==> src/rtl/serial_alu_engine.sv <==
// serial_alu_engine: serial frame in (A then B, MSB first), WIDTH-bit ALU op, serial result out with valid/ready; define SERIAL_ALU_ENGINE_FLAGS_EN to append carry and zero flags to the output frame
module serial_alu_engine #(
    parameter int WIDTH   = 8,
    parameter int SHAMT_W = $clog2(WIDTH)
) (
    input  logic       clk_i,
    input  logic       rst_ni,
    input  logic       en_i,
    input  logic       start_i,
    input  logic [2:0] ctl_i,
    input  logic       in_valid_i,
    input  logic       in_data_i,
    input  logic       out_ready_i,
    output logic       out_valid_o,
    output logic       out_data_o,
    output logic       out_last_o,
    output logic       done_o,
    output logic       busy_o,
    output logic [1:0] state_o
);
`ifdef SERIAL_ALU_ENGINE_FLAGS_EN
    localparam int OW = WIDTH + 2;
`else
    localparam int OW = WIDTH;
`endif
    localparam int CW = $clog2(2 * WIDTH + 1);

    typedef enum logic [1:0] {
        S_IDLE = 2'd0,
        S_IN   = 2'd1,
        S_CMP  = 2'd2,
        S_OUT  = 2'd3
    } state_t;

    state_t               r_state;
    state_t               w_next;
    logic [2*WIDTH-1:0]   r_sreg;
    logic [CW-1:0]        r_cnt;
    logic [2:0]           r_ctl;
    logic [OW-1:0]        r_obuf;
    logic                 r_done;
    logic [WIDTH-1:0]     w_a;
    logic [WIDTH-1:0]     w_b;
    logic [SHAMT_W-1:0]   w_sh;
    logic [WIDTH-1:0]     w_sum;
    logic [WIDTH-1:0]     w_r;
    logic [OW-1:0]        w_frame;
    logic                 w_in_acc;
    logic                 w_out_acc;
    logic                 w_in_last;
    logic                 w_out_last;

    assign w_a        = r_sreg[2*WIDTH-1:WIDTH];
    assign w_b        = r_sreg[WIDTH-1:0];
    assign w_sh       = w_b[SHAMT_W-1:0];
    assign w_in_acc   = en_i && in_valid_i && r_state == S_IN;
    assign w_out_acc  = en_i && out_ready_i && r_state == S_OUT;
    assign w_in_last  = r_cnt == CW'(2 * WIDTH - 1);
    assign w_out_last = r_cnt == CW'(OW - 1);

`ifdef SERIAL_ALU_ENGINE_FLAGS_EN
    logic w_carry;
    logic w_c;
    assign {w_carry, w_sum} = {1'b0, w_a} + {1'b0, w_b};
    assign w_c     = r_ctl == 3'b000 ? w_carry : r_ctl == 3'b001 ? (w_a < w_b) : 1'b0;
    assign w_frame = {w_r, w_c, w_r == '0};
`else
    assign w_sum   = w_a + w_b;
    assign w_frame = w_r;
`endif

    // ALU operation on the captured operands
    always_comb begin
        w_r = w_a;
        case (r_ctl)
            3'b000:  w_r = w_sum;
            3'b001:  w_r = w_a - w_b;
            3'b010:  w_r = w_a & w_b;
            3'b011:  w_r = w_a | w_b;
            3'b100:  w_r = w_a ^ w_b;
            3'b101:  w_r = w_a << w_sh;
            3'b110:  w_r = w_a >> w_sh;
            default: w_r = w_a;
        endcase
    end

    // Next-state logic; en_i low holds the current state
    always_comb begin
        w_next = r_state;
        if (en_i) begin
            case (r_state)
                S_IDLE:  w_next = start_i ? S_IN : S_IDLE;
                S_IN:    w_next = (in_valid_i && w_in_last) ? S_CMP : S_IN;
                S_CMP:   w_next = S_OUT;
                default: w_next = (out_ready_i && w_out_last) ? S_IDLE : S_OUT;
            endcase
        end
    end

    // State register
    always_ff @(posedge clk_i or negedge rst_ni) begin
        if (!rst_ni) r_state <= S_IDLE;
        else         r_state <= w_next;
    end

    // Datapath: operand capture, result load and output shifting
    always_ff @(posedge clk_i or negedge rst_ni) begin
        if (!rst_ni) begin
            r_sreg <= '0;
            r_cnt  <= '0;
            r_ctl  <= '0;
            r_obuf <= '0;
            r_done <= 1'b0;
        end else if (en_i) begin
            r_done <= w_out_acc && w_out_last;
            case (r_state)
                S_IDLE: begin
                    if (start_i) begin
                        r_ctl <= ctl_i;
                        r_cnt <= '0;
                    end
                end
                S_IN: begin
                    if (w_in_acc) begin
                        r_sreg <= {r_sreg[2*WIDTH-2:0], in_data_i};
                        r_cnt  <= w_in_last ? '0 : r_cnt + 1'b1;
                    end
                end
                S_CMP: begin
                    r_obuf <= w_frame;
                    r_cnt  <= '0;
                end
                default: begin
                    if (w_out_acc) begin
                        r_obuf <= r_obuf << 1;
                        r_cnt  <= r_cnt + 1'b1;
                    end
                end
            endcase
        end
    end

    assign out_valid_o = r_state == S_OUT;
    assign out_data_o  = r_state == S_OUT && r_obuf[OW-1];
    assign out_last_o  = r_state == S_OUT && w_out_last;
    assign done_o      = r_done;
    assign busy_o      = r_state != S_IDLE;
    assign state_o     = r_state;
endmodule

==> config.mk <==
export PLATFORM = sky130hd
export DESIGN_NAME = serial_alu_engine
export DESIGN_NICKNAME = d
export VERILOG_FILES = /design/src/rtl/serial_alu_engine.sv
export SDC_FILE = /design/constraint.sdc
export NUM_CORES = 1
export LEC_CHECK = 0
export ABC_AREA = 0
export BUFFER_PORTS_ARGS = -buffer_cell sky130_fd_sc_hd__buf_2
export CAP_MARGIN = 25
export CORE_MARGIN = 4
export CORE_UTILIZATION = 35
export CTS_CLUSTER_SIZE = 16
export DETAILED_ROUTE_END_ITERATION = 8
export HOLD_SLACK_MARGIN = 0.06
export PLACE_DENSITY_LB_ADDON = 0.08
export SYNTH_ARGS = -nofsm -noshare
export SYNTH_HDL_FRONTEND = slang
export SYNTH_SLANG_ARGS = --single-unit
==> constraint.sdc <==
create_clock -name clk_i -period 4.2 [get_ports clk_i]
set_input_delay 1.26 -clock clk_i [delete_from_list [all_inputs] [get_ports clk_i]]
set_output_delay 1.26 -clock clk_i [all_outputs]
set_load 0.02 [all_outputs]
* Word-level counts from Yosys, hierarchy flattened *
Cells that the tools add are included.

storage, ports and cells
  register bits = 35
  bits of input ports = 10
  output and inout port bits = 7
  word-level logic and storage cells = 59

cells by class
  add/subtract/negate cells = 3
  equality and inequality tests = 13
  shifts and indexed selects = 2
  mux-type cells = 12
  bitwise logic cells = 4
  reductions and logical operators = 19

operators with widths
  kind                                           count
  one-hot mux 8 bit (7 select lines)             1
  2-to-1 mux 5 bit                               4
  one-hot mux 8 bit (2 select lines)             1
  one-hot mux 5 bit (3 select lines)             1
  == test 3 bit, second input constant           3
  logical AND 1 bit                              9
  AND reduction 3 bit                            3
  adder 8 bit                                    1
  AND 8 bit                                      1
  2-to-1 mux 8 bit                               1
  bitwise OR 8 bit                               1
  left shift 8 x 3 -> 8 bit                      1
  right shift 8 x 3 -> 8 bit                     1
  subtractor 8 bit                               1
  bitwise XOR 8 bit                              1
  == test 3 x 2 -> 1 bit, second input constant  2
  one-hot mux 2 bit (3 select lines)             1
  adder 5 x 1 -> 5 bit, second input constant    1
  == test 5 x 3 -> 1 bit, second input constant  1
  == test 5 x 4 -> 1 bit, second input constant  1
  == test 2 bit, second input constant           2
  2-to-1 mux 2 bit                               2
  != test 2 bit, second input constant           2
  AND reduction 4 bit                            1
  other kinds (9)                                10

* Logic depth before layout (Yosys ltp) *
  depth after elaboration = 4
  depth in mapped cells = 13

* Worst setup path before layout *
OpenSTA, ideal clock, no wires.

  path kind = register -> output
  start = register r_state[0] (netlist: state_o[0])
  end = output port out_last_o
  arrival time = 1.576 ns
  data required time = 2.940 ns
  path slack = 1.364 ns
  stages on the path, launching flop included = 4
  buffers on the path = 1
  path through = dfrtp_1 clkbuf_1 nand2_1 nor4_1

on the way
  word-level cells in the longest chain between the ends = 2

ends and longest elaborated chain
  what                      RTL line  source
  start: declaration        35        state_t r_state;
  start signal: assignment  103       else r_state <= w_next;
  == test 2 bit             145       assign out_last_o = r_state == S_OUT && w_out_last;
  logical AND 1 bit         145
  end: declaration          16        output logic out_last_o,

No other way between the ends.

* Worst setup path after layout *
  start = register r_ctl[0]
  end = register r_obuf[5]

on the way
  word-level cells in the longest chain between the ends = 3
  elaborated cells on any way between the ends = 9

ends and longest elaborated chain
  what                                         RTL line  source
  start: declaration                           39        logic [2:0] r_ctl;
  start signal: assignment                     119       r_ctl <= ctl_i;
  == test 3 bit, or another cell as far along  75        case (r_ctl)
  one-hot mux 8 bit (7 select lines) *         75
  one-hot mux 8 bit (2 select lines) *         116       case (r_state)
  end signal: assignment                       130       r_obuf <= w_frame;
  end signal: assignment                       135       r_obuf <= r_obuf << 1;
  end: declaration                             40        logic [OW-1:0] r_obuf;

Mark *: on every way between the ends. The rest lies on a longest branch, timed or not.
A chain may end at the register's enable or synchronous reset.

==> results by group <==
Placed design
  – Post-DP HPWL: 6.61 mm
  – IO buf count: 16
  – Place WS: 1.02 ns
  – GPL Wtd Cong: 0.886

Floorplan
  – Chip height: 102 um
  – Starting Density: 35.8%
  – Rows: 34
  – Total core area: 0.00868 mm^2
  – Die width: 102 um
  – Full die area: 0.0104 mm^2
  – IO Pins: 17

Worst hold path
  – Hold WC Path Type: reg2reg

Layout
  – Area grow syn2layout: 6.77%
  – Ratio of cells with drive above 1 in the final layout: 12.4%
  – Inserted Diodes: 0
  – Most frequent cells in the layout: 43 x nand2_1, 35 x o21ai_0, 35 x dfrtp_1
  – # fillers: 927
  – Nets: 410
  – Most common cell after layout, fill and taps aside: nand2_1
  – Footprint of the multi-input gates: 0.00199 mm^2
  – Register area: 876 um^2

Timing
  – Hold violation count in the final report: 0
  – Final period utilization: 76.3%
  – Worst slew pin tran: 0.848 ns
  – Final setup violation count: 0
  – RSZ-0062 raised after global routing: false
  – Final WS setup: 0.995 ns
  – Slew margin rel.: 43.5%
  – Max Freq: 312 MHz
  – Max-slew violations: 0
  – Total negative slack: 0 ns
  – Final setup skew: 0.00998 ns
  – Tmin final: 3.21 ns

Global routing
  – Number of global-route vias before repair: 2606
  – Initial antenna violation count: 0
  – GR Util All Layers: 18.3%
  – First-pass GRT wire length: 14.6 mm
  – Largest net degree at the start of global routing: 36
  – GRT overflow: 0

Worst setup path
  – Critical path fanouts, max: 21
  – Reg2reg start: r_ctl[0]
  – Largest delay share family, worst path: compound AO/OA/AOI/OAI gates
  – Buf/Inv on CP: 1
  – Critical path arrival: 3.38 ns
  – CP Capture Point: r_obuf[5]
  – WS Path Type: reg2reg
  – Crit path launch type: flop
  – R2R depth: 10
  – Crit path launch: r_ctl[0]
  – Crit-path cells: nor3b_2 > mux2_2 > inv_1 > ha_1 > nor2b_1 > o31a_1 > o21a_1 > nor2_2 > xnor2_1 > a311o_1
  – Slowest CP cell: dfrtp_1
  – Levels on crit path: 10
  – Worst R2R End: r_obuf[5]
  – R2R setup slack: 0.99 ns
  – CP required: 4.37 ns
  – Endpoint type of the worst setup path: flop
  – Critical path's largest stage delay: 0.78 ns

Clocking
  – Longest Clk Path Bufs: 2
  – Hold_buf cts: 0
  – Clk sinks: 35
  – CTS H-Tree Depth: 2
  – Post-CTS setup repair buffer count: 0
  – # resized after CTS: 0
  – Clock buffer count from CTS: 5
  – Clk_lat worst skew: 0.29 ns
  – Clock Pin Slew Worst Setup and Hold Paths: 0.08 ns
  – Root Driver: clkbuf_8
  – TritonCTS clock tree: yes

Synthesis
  – Cell Area, Synth: 0.00311 mm^2
  – Syn. warnings: 0
  – Syn_nets: 407
  – Syn avg cell area: 8.44 um^2
  – Main synth FF type: dfrtp_1
  – Gate count of the mapped netlist: 368
  – Netlist cell types: 58
  – Async SR Flop Fraction: 100%
  – Seq/Total Area, Yosys: 28.2%
  – Seq cells post-synth: 35
  – Number of flops mapped to enable cells by yosys: 0

Job
  – Max_cap viols: 0

Drt
  – Pre-antenna DRT Iters: 5
  – Post-route ant nets: 0
  – DRC: 0
  – WL/cell: 18.8 um
  – Vias post-DR: 2723
  – Routed vias/inst: 5.67
  – Starting DRC count in detailed routing: 161
  – Routed wire length: 9.01 mm

Outcome
  – Outcome: finished, final reports clean

Power
  – Peak VDD IR: 0.000127 V
  – PwrDens: 512 mW/mm^2
  – Lkg Pwr: 0.00141 uW
layer usage:
metal  up-vias  wire [um]  track usage [%]
met5         -          0                0
met4         0        193             5.55
met3        13        409             3.14
met2        71       3840             26.6
met1      1304       4570             27.5
li1       1335          -                -
power by group:
part | total [uW] | switching [uW] | internal, uW
clock network | 281 | 131 | 149
registers | 499 | 93.3 | 406
logic | 918 | 534 | 383
kinds of logic after synthesis:
family | share of synthesized area (%)
multiplexers | 8.94
AO/OA/AOI/OAI | 23.2
XOR/XNOR | 2.82
flip-flops | 28.2
adder cells (fa/ha/maj) | 11.9
AND/OR/NAND/NOR | 17.2
buffers and inverters | 7.74
how the worst min path moves through the flow:
stage,start,to,slack [ns],cells after the start
2_1_floorplan,r_obuf[0],r_obuf[0],0.45,2
3_3_place_gp,r_obuf[0],r_obuf[0],0.47,2
3_5_place_dp,r_obuf[0],r_obuf[0],0.48,2
4_1_cts,r_obuf[0],r_obuf[0],0.49,2
5_1_grt,done_o,done_o,0.50,1
6_report,r_obuf[0],r_obuf[0],0.49,2
through the flow:
step | util (%) | instance area, um^2 | cells | power (uW) | hold WS, ns
5_1_grt | 38.2 | 3320 | 480 | 1840 | 0.503
4_1_cts | 38.2 | 3320 | 480 | 1710 | 0.490
3_5_place_dp | 37.0 | 3210 | 472 | 1420 | 0.475
2_1_floorplan | - | 3110 | 368 | 1230 | 0.447
3_3_place_gp | 37.0 | 3210 | 472 | 1430 | 0.469
6_report | 38.2 | 3320 | 480 | 1700 | 0.493
layout make-up:
type | count | area share [%]
clock buffer | 7 | 2.91
clock inverter | 1 | 0.226
inverter | 27 | 3.06
multi-input combinational | 282 | 60.0
sequential | 35 | 26.4
tap | 108 | 4.08
timing repair buffer | 20 | 3.32
Yosys cell counts (2+ instances only):
cell type	number	area [um^2]
o211ai_1	3	22.5
o221ai_1	2	17.5
buf_2	9	45.0
inv_1	25	93.8
clkbuf_1	7	26.3
o22ai_1	4	25.0
o31ai_1	2	15.0
nand3_1	8	40.0
a21oi_1	22	110
dfrtp_1	35	876
mux2_2	3	33.8
nor3_1	10	50.1
mux4_2	7	158
buf_6	2	22.5
or2_2	2	12.5
inv_2	2	7.51
o21ai_0	35	175
a21o_1	5	37.5
nand2b_1	6	37.5
o21a_1	3	22.5
a211oi_1	7	52.6
nor2b_1	3	18.8
and3_1	3	18.8
nor4_1	5	31.3
mux2i_1	6	60.1
a31oi_1	7	43.8
ha_1	28	350
nand4_1	3	18.8
a32oi_1	2	17.5
nor2_1	24	90.1
a221oi_1	3	26.3
nand2_1	43	161
buf_4	6	45.0
o21ai_1	2	10.0
a22oi_1	2	15.0
xnor2_1	9	78.8
a21boi_0	2	15.0
worst register-to-register path: cells and delay by family (launching register included):
kind                     cells  cell delay [ns]
AO/OA/AOI/OAI                3             0.82
buffers and inverters        1             0.06
adder cells (fa/ha/maj)      1             0.21
XOR/XNOR                     1             0.07
multiplexers                 1             0.42
AND/OR/NAND/NOR              3             0.74
flip-flops                   1             0.78
sequential cells by signal (all words and copies together) (netlist names):
| signal | flops |
|---|---|
| r_sreg | 16 |
| r_cnt | 5 |
| done_o | 1 |
| r_ctl | 3 |
| state_o | 2 |
| r_obuf | 8 |
(Power assumes the default switching activity.)
